File: config.mk
export PLATFORM = sky130hd
export DESIGN_NAME = alu_issue
export DESIGN_NICKNAME = d
export VERILOG_FILES = /design/src/rtl/alu_issue.sv
export SDC_FILE = /design/constraint.sdc
export NUM_CORES = 1
export LEC_CHECK = 0
export CORE_MARGIN = 4
export CORE_UTILIZATION = 36
export DETAILED_ROUTE_END_ITERATION = 6
export GPL_TIMING_DRIVEN = 0
export PLACE_DENSITY = 0.87
export SLEW_MARGIN = 40
export SYNTH_ARGS = -nofsm -noshare
export SYNTH_HDL_FRONTEND = slang
export SYNTH_SLANG_ARGS = --single-unit
File: constraint.sdc
create_clock -name i_clk -period 4 [get_ports i_clk]
set_input_delay 0.4 -clock i_clk [delete_from_list [all_inputs] [get_ports i_clk]]
set_output_delay 0.4 -clock i_clk [all_outputs]
set_load 0.02 [all_outputs]
File: src/rtl/alu_issue.sv
// Single-issue ALU front end: decodes ADD/SUB/ADDI (and BEQ/BNE when
// ALU_ISSUE_BRANCH_EN is defined), drives an external ALU and reports the outcome.
package alu_issue_pkg;
    localparam int DATA_W = 32;
    typedef logic [DATA_W-1:0] t_data;
    typedef enum logic [1:0] {
        ALU_OP_ADD = 2'd0,
        ALU_OP_SUB = 2'd1
    } t_alu_operation;
endpackage

module alu_issue
    import alu_issue_pkg::*;
(
    input  logic           i_clk,
    input  logic           i_rst,
    input  logic           i_instr_valid,
    output logic           o_instr_ready,
    input  logic [31:0]    i_instr,
    input  t_data          i_pc,
    output logic [4:0]     o_rs1_addr,
    output logic [4:0]     o_rs2_addr,
    input  t_data          i_rs1_data,
    input  t_data          i_rs2_data,
    output t_alu_operation o_alu_operation,
    output t_data          o_alu_operand1,
    output t_data          o_alu_operand2,
    input  t_data          i_alu_result,
    input  logic           i_alu_zero,
    output logic           o_wb_valid,
    output logic [4:0]     o_wb_rd,
    output t_data          o_wb_data,
    output logic           o_branch_valid,
    output logic           o_branch_taken,
    output t_data          o_branch_target,
    output logic           o_illegal,
    input  logic           i_flush
);

    localparam logic [6:0] OPC_OP     = 7'b0110011;
    localparam logic [6:0] OPC_OP_IMM = 7'b0010011;
    localparam logic [6:0] OPC_BRANCH = 7'b1100011;

    typedef enum logic [1:0] {IDLE, EXECUTE, WRITEBACK} t_state;
    typedef enum logic [1:0] {K_ALU, K_BRANCH, K_ILLEGAL} t_kind;

    function automatic t_data sext_i(input logic [31:0] ins);
        return {{(DATA_W-12){ins[31]}}, ins[31:20]};
    endfunction

    function automatic t_data sext_b(input logic [31:0] ins);
        return {{(DATA_W-13){ins[31]}}, ins[31], ins[7], ins[30:25], ins[11:8], 1'b0};
    endfunction

    t_state         state;
    t_kind          dec_kind;
    t_alu_operation dec_op;
    t_data          dec_a;
    t_data          dec_b;
    logic [6:0]     opcode;
    logic [2:0]     funct3;
    logic [6:0]     funct7;

    t_kind          kind_p0;
    logic [4:0]     rd_p0;
    logic           wb_pulse_p1;
    logic           br_pulse_p1;
    logic           ill_pulse_p1;

    assign opcode     = i_instr[6:0];
    assign funct3     = i_instr[14:12];
    assign funct7     = i_instr[31:25];
    assign o_rs1_addr = i_instr[19:15];
    assign o_rs2_addr = i_instr[24:20];

    assign o_instr_ready = (state == IDLE) && !i_flush;

    always_comb begin
        dec_kind = K_ILLEGAL;
        dec_op   = ALU_OP_ADD;
        dec_a    = '0;
        dec_b    = '0;
        if (opcode == OPC_OP && funct3 == 3'b000 && funct7 == 7'b0000000) begin
            dec_kind = K_ALU;
            dec_a    = i_rs1_data;
            dec_b    = i_rs2_data;
        end else if (opcode == OPC_OP && funct3 == 3'b000 && funct7 == 7'b0100000) begin
            dec_kind = K_ALU;
            dec_op   = ALU_OP_SUB;
            dec_a    = i_rs1_data;
            dec_b    = i_rs2_data;
        end else if (opcode == OPC_OP_IMM && funct3 == 3'b000) begin
            dec_kind = K_ALU;
            dec_a    = i_rs1_data;
            dec_b    = sext_i(i_instr);
        end
`ifdef ALU_ISSUE_BRANCH_EN
        else if (opcode == OPC_BRANCH && (funct3 == 3'b000 || funct3 == 3'b001)) begin
            dec_kind = K_BRANCH;
            dec_op   = ALU_OP_SUB;
            dec_a    = i_rs1_data;
            dec_b    = i_rs2_data;
        end
`endif
    end

`ifdef ALU_ISSUE_BRANCH_EN
    logic  bne_p0;
    t_data target_p0;
    logic  br_taken_p1;
    t_data br_target_p1;

    always_ff @(posedge i_clk or posedge i_rst) begin
        if (i_rst) begin
            bne_p0       <= 1'b0;
            target_p0    <= '0;
            br_taken_p1  <= 1'b0;
            br_target_p1 <= '0;
        end else if (!i_flush) begin
            if (state == IDLE && i_instr_valid) begin
                bne_p0    <= funct3[0];
                // Target adder is separate from the ALU, which is busy comparing rs1/rs2.
                target_p0 <= i_pc + sext_b(i_instr);
            end else if (state == EXECUTE && kind_p0 == K_BRANCH) begin
                br_taken_p1  <= bne_p0 ? !i_alu_zero : i_alu_zero;
                br_target_p1 <= target_p0;
            end
        end
    end

    assign o_branch_valid  = br_pulse_p1 && !i_flush;
    assign o_branch_taken  = br_taken_p1;
    assign o_branch_target = br_target_p1;
`else
    logic unused_branch;
    assign unused_branch   = ^{i_pc, i_alu_zero, br_pulse_p1};
    assign o_branch_valid  = 1'b0;
    assign o_branch_taken  = 1'b0;
    assign o_branch_target = '0;
`endif

    always_ff @(posedge i_clk or posedge i_rst) begin
        if (i_rst) begin
            state           <= IDLE;
            kind_p0         <= K_ALU;
            rd_p0           <= '0;
            o_alu_operation <= ALU_OP_ADD;
            o_alu_operand1  <= '0;
            o_alu_operand2  <= '0;
            wb_pulse_p1     <= 1'b0;
            br_pulse_p1     <= 1'b0;
            ill_pulse_p1    <= 1'b0;
            o_wb_rd         <= '0;
            o_wb_data       <= '0;
        end else begin
            wb_pulse_p1  <= 1'b0;
            br_pulse_p1  <= 1'b0;
            ill_pulse_p1 <= 1'b0;
            if (i_flush) begin
                state <= IDLE;
            end else begin
                case (state)
                    // Stage p0: accept and decode.
                    IDLE: begin
                        if (i_instr_valid) begin
                            state           <= EXECUTE;
                            kind_p0         <= dec_kind;
                            rd_p0           <= i_instr[11:7];
                            o_alu_operation <= dec_op;
                            o_alu_operand1  <= dec_a;
                            o_alu_operand2  <= dec_b;
                        end
                    end
                    // Stage p1: sample the ALU and arm the outcome pulse.
                    EXECUTE: begin
                        state <= WRITEBACK;
                        case (kind_p0)
                            K_ALU: begin
                                if (rd_p0 != 5'd0) begin
                                    wb_pulse_p1 <= 1'b1;
                                    o_wb_rd     <= rd_p0;
                                    o_wb_data   <= i_alu_result;
                                end
                            end
                            K_BRANCH: br_pulse_p1  <= 1'b1;
                            default:  ill_pulse_p1 <= 1'b1;
                        endcase
                    end
                    WRITEBACK: state <= IDLE;
                    default:   state <= IDLE;
                endcase
            end
        end
    end

    assign o_wb_valid = wb_pulse_p1 && !i_flush;
    assign o_illegal  = ill_pulse_p1 && !i_flush;

endmodule
======== Yosys cells after proc, flatten, opt, wreduce, memory -nomap -nowiden ========
Cells that the tools add are included.
word-level totals
  flip-flop bits (word level) ............. 114
  input port bits ......................... 165
  output and inout port bits .............. 150
  word-level logic and storage cells ...... 54
operators by class
  eq/ne operators ......................... 6
  muxes and demuxes ....................... 21
  bitwise logic cells ..................... 1
  reductions and logical operators ........ 16
operators with widths
  kind                                                                   number
  32-bit two-way mux                                                     6
  7-bit by 6-bit equality test with 1-bit output, second input constant  2
  2-bit two-way mux                                                      5
  1-bit two-way mux                                                      9
  7-bit by 5-bit equality test with 1-bit output, second input constant  1
  1-bit logical AND                                                      7
  7-bit zero test                                                        1
  5-bit nonzero test                                                     1
  2-bit by 1-bit equality test with 1-bit output, second input constant  2
  2-bit zero test                                                        2
  2-bit case mux with 2 select lines                                     1
  4-bit AND reduction                                                    1
  3-bit zero test                                                        1
  3-bit inequality test, second input constant                           1
  3-bit AND reduction                                                    1
  2-bit OR reduction                                                     1
  1-bit zero test                                                        1
  1-bit NOT                                                              1

======== Depth between registers and ports, before layout ========
  word-level depth ........................ 5
  depth in mapped cells ................... 6
  depth with buffers taken out ............ 4

======== Least setup slack after synthesis ========
Ideal clock, no wire load.
  path kind ............................... input -> register
  start point ............................. in i_instr[3]
  end point ............................... reg o_alu_operand1[10]
  library setup time ...................... 0.066 ns
  arrival time ............................ 2.031 ns
  data required time ...................... 3.934 ns
  slack ................................... 1.904 ns
  cell stages on the path ................. 6
  buffers on the path ..................... 2
  cell sequence ........................... or3b_1 or4_1 buf_2 a211oi_4 buf_6 a22o_1
between the ends
  word-level cells in the longest chain between the ends .. 5
  elaborated cells between the ends (all ways) .. 9
  those cells by class .................... 2 x eq/ne; 3 x mux; 4 x reduce/logical
RTL lines
  element                                                                                                           RTL line    text
  start: declaration                                                                                                19          input logic [31:0] i_instr,
  7-bit by 5-bit equality test with 1-bit output or 7-bit by 6-bit equality test with 1-bit output (tied branches)  92, 83, 87
  1-bit logical AND (on tied branches)                                                                              92, 83, 87
  32-bit two-way mux or 1-bit logical AND (tied branches)                                                           92, 87
  32-bit two-way mux                                                                                                87          end else if (opcode == OPC_OP && funct3 == 3'b000 && funct7 == 7'b0100000) begin
  32-bit two-way mux (*)                                                                                            83          if (opcode == OPC_OP && funct3 == 3'b000 && funct7 == 7'b0000000) begin
  end signal: assignment                                                                                            148         o_alu_operand1 <= '0;
  end signal: assignment                                                                                            170         o_alu_operand1 <= dec_a;
  end: declaration                                                                                                  26          output t_data o_alu_operand1,
Every way passes the cells marked *; elsewhere a longest branch is shown, timed or not.
A chain may end at the register's enable or synchronous reset.

======== Final worst setup path ========
  start point ............................. in i_instr[4]
  end point ............................... reg o_alu_operand1[13]
The elaborated chain is that of the path after synthesis.

==> impl_metrics.json <==
{
  "area_growth_pct": 64.83,
  "final_cell_area_um2": 7886,
  "grtUsageTotal_pct": 18.41,
  "grt_pass1_vias": 4318,
  "slowest_delay_ns": 0.47,
  "cts_buffer_depth": 2,
  "finalHoldViolations": 0,
  "cts-root-buf": "clkbuf_16",
  "arrival_ns": 2.71,
  "post_cts_resized": 0,
  "ff2ff_setup_slack_ns": 1.78,
  "vias": 4052,
  "clkLatencyLatePin_ns": 0.34,
  "post-route-period-util_pct": 60.85,
  "drv_cap": 0,
  "min-delay-path-class": "in -> async",
  "power.density_nw_per_um2": 359.9,
  "endpoint_kind": "flop",
  "crit_path_start_kind": "input pin",
  "critPathKind": "in -> reg",
  "p_leak_uw": 0.003624,
  "syn_area_per_cell_um2": 12.08,
  "final_nets": 848,
  "hpwl_um": 11330,
  "reg2reg_depth": 5,
  "grt_pass1_wl_um": 21490,
  "die-area_um2": 15200,
  "antenna_found_initial": 0,
  "start_util_pct": 37.31,
  "setup_violations": 0,
  "fmax_mhz": 410.9,
  "routed_wl_um": 14140,
  "design.core.area_um2": 12820,
  "path_depth": 7,
  "slew_headroom_pct": 62.78,
  "rsz0062_at_grt": "false",
  "cp.required_ns": 4.28,
  "fp.dieH_um": 123.3,
  "synth_warnings": 0,
  "drt_iter0_markers": 178,
  "drive_gt1_share_pct": 16.16,
  "utilization_pct": 61.49,
  "synth_area_leader_cell": "dfrtp_1",
  "syn_area_um2": 4785,
  "drc": 0,
  "finalClockSkew_ns": 0.005339,
  "cts.sinks": 112,
  "nFillCells": 995,
  "tns_ns": 0,
  "crit_buf_inv": 3,
  "grt-ovfl-total": 0,
  "synth_area_leaders": "dfrtp_1, mux2_2, buf_4",
  "layout_min_cycle_time_ns": 2.434,
  "ys_ff_latch": 112,
  "cp_top_family": "simple AND/OR/NAND/NOR gates",
  "outcome": "complete, no violations",
  "io-pin-count": 315,
  "critical_path.max_fanout": 10,
  "slowest_stage": "clkdlybuf4s50_1",
  "path_cells": "clkdlybuf4s50_1 > or3b_1 > or4_1 > buf_2 > a211oi_4 > buf_6 > a22o_1",
  "cts_hold_buf": 0,
  "placed_area_um2": 7575,
  "grt_start_max_net_pins": 64,
  "die_w_um": 123.3,
  "firstDrtPassIters": 4,
  "drv_slew": 0,
  "clkTransAtPathRegs_ns": 0.07,
  "routabilityCongestion": 0.8125,
  "antenna_left": 0,
  "synthCells": 396,
  "whs_ns": 0.4477,
  "cts_tree": "built",
  "netlist.area_leader.share_pct": 58.58,
  "synth_cell_types": 31,
  "wl_per_cell_um": 16.46,
  "vdd_ir_drop_max_mv": 0.1879,
  "cts_max_level": 3,
  "numCtsBuffers": 9,
  "postCtsSetupBuffers": 0,
  "port_buffers": 241,
  "rows": 41,
  "antenna_cells": 0,
  "viasPerCell": 4.717,
  "worstMarginPinSlew_ns": 0.5583,
  "seq_area_frac_synth_pct": 58.58
}
[layout by cell type, fill, tap and decap left out]
| cell type | instances |
|---|---|
| buf_6 | 3 |
| or4b_1 | 1 |
| nor4_1 | 1 |
| nor2b_1 | 2 |
| o22a_1 | 21 |
| nor3_1 | 22 |
| or3b_2 | 1 |
| o21ai_0 | 12 |
| or2_1 | 1 |
| dfrtp_1 | 112 |
| conb_1 | 35 |
| clkinv_4 | 1 |
| clkbuf_8 | 5 |
| clkinv_1 | 1 |
| inv_1 | 25 |
| nand4bb_1 | 1 |
| and2_1 | 1 |
| buf_16 | 1 |
| or3b_1 | 2 |
| buf_2 | 4 |
| mux2_2 | 36 |
| a211oi_4 | 1 |
| nand3_1 | 1 |
| or3_1 | 2 |
| clkdlybuf4s50_1 | 241 |
| a22oi_1 | 10 |
| buf_4 | 47 |
| nand2_1 | 28 |
| a31oi_1 | 1 |
| a22o_1 | 33 |
| inv_8 | 1 |
| clkbuf_16 | 9 |
| nor2_1 | 5 |
| clkbuf_1 | 16 |
| or4_1 | 2 |
| o31ai_2 | 1 |
| nor4_4 | 1 |
[registers in the layout, summed over array words and instances (netlist names)]
name and count:
ill_pulse_p1 1, state 2, rd_p0 5, wb_pulse_p1 1
o_alu_operand1 32, kind_p0 1, o_wb_rd 5, o_alu_operation 1
o_wb_data 32, o_alu_operand2 32
[final timing paths]
| path | to | startpoint |
|---|---|---|
| max | o_alu_operand1[13]$_DFFE_PP0P_ | i_instr[4] |
| min | o_wb_data[18]$_DFFE_PP0P_ | i_rst |
| max reg2reg | o_alu_operand1[6]$_DFFE_PP0P_ | state[0]$_DFFE_PP0P_ |
| min reg2reg | rd_p0[4]$_DFFE_PP0P_ | rd_p0[4]$_DFFE_PP0P_ |
| max in group asynchronous | o_alu_operand2[26]$_DFFE_PP0P_ | i_rst |
| min in group i_clk | rd_p0[4]$_DFFE_PP0P_ | rd_p0[4]$_DFFE_PP0P_ |
[final cells by class]
class / count / area, um2 / area share [%]
clock inverter: 1 / 8.758 / 0.1111
inverter: 27 / 108.9 / 1.380
multi-input combinational: 221 / 1550 / 19.66
timing repair buffer: 242 / 2440 / 30.94
clock buffer: 14 / 294.0 / 3.728
tap: 172 / 215.2 / 2.729
buffer: 70 / 466.7 / 5.918
sequential: 112 / 2803 / 35.54
[synth_stat cells (all sizes together)]
| cell type | instances |
|---|---|
| dfrtp | 112 |
| buf | 54 |
| mux2 | 36 |
| a22o | 33 |
| nand2 | 28 |
| inv | 26 |
| nor3 | 22 |
| o22a | 21 |
| clkbuf | 16 |
| o21ai | 12 |
| a22oi | 10 |
| nor2 | 5 |
| or3b | 3 |
| nor2b | 2 |
| nor4 | 2 |
| or3 | 2 |
| or4 | 2 |
| a211oi | 1 |
| a31oi | 1 |
| and2 | 1 |
| clkinv | 1 |
| conb | 1 |
| nand3 | 1 |
| nand4bb | 1 |
| o31ai | 1 |
| or2 | 1 |
| or4b | 1 |
[where the power goes]
group | leakage, uW | total, uW | internal (uW) | switching, uW
combinational | 0.00198 | 666 | 367 | 299
sequential | 0.00149 | 1280 | 1230 | 52.6
clock | 0.000151 | 892 | 506 | 386
total | 0.00362 | 2840 | 2100 | 738
[kinds of logic (layout without fill, tap and decap cells)]
| logic type | count (synthesis) | after routing | synth area share (%) |
|---|---|---|---|
| flops | 112 | 112 | 58.58 |
| mux | 36 | 36 | 8.473 |
| simple gates | 71 | 71 | 7.479 |
| compound gates | 79 | 79 | 13.52 |
| other cells | 1 | 35 | 0.07838 |
| buf+inv | 97 | 354 | 11.87 |
[metrics by stage]
stage	total power, uW	std cells	worst slack (ns)
after floorplan	1603	430	0.6410
after global placement	1952	843	-0.7973
after detailed placement	1974	844	1.041
after CTS	2882	859	1.408
after global routing	2975	859	1.402
final	2838	859	1.566
[layer usage]
layer / global-route usage (%) / vias to the layer above / routed length [um]
met5: 0 / - / 0
met4: 6.851 / 0 / 256
met3: 6.038 / 20 / 1452
met2: 32.79 / 214 / 7358
met1: 20.41 / 1944 / 5075
li1: - / 1874 / -
Power figures use the tool's default switching activity.
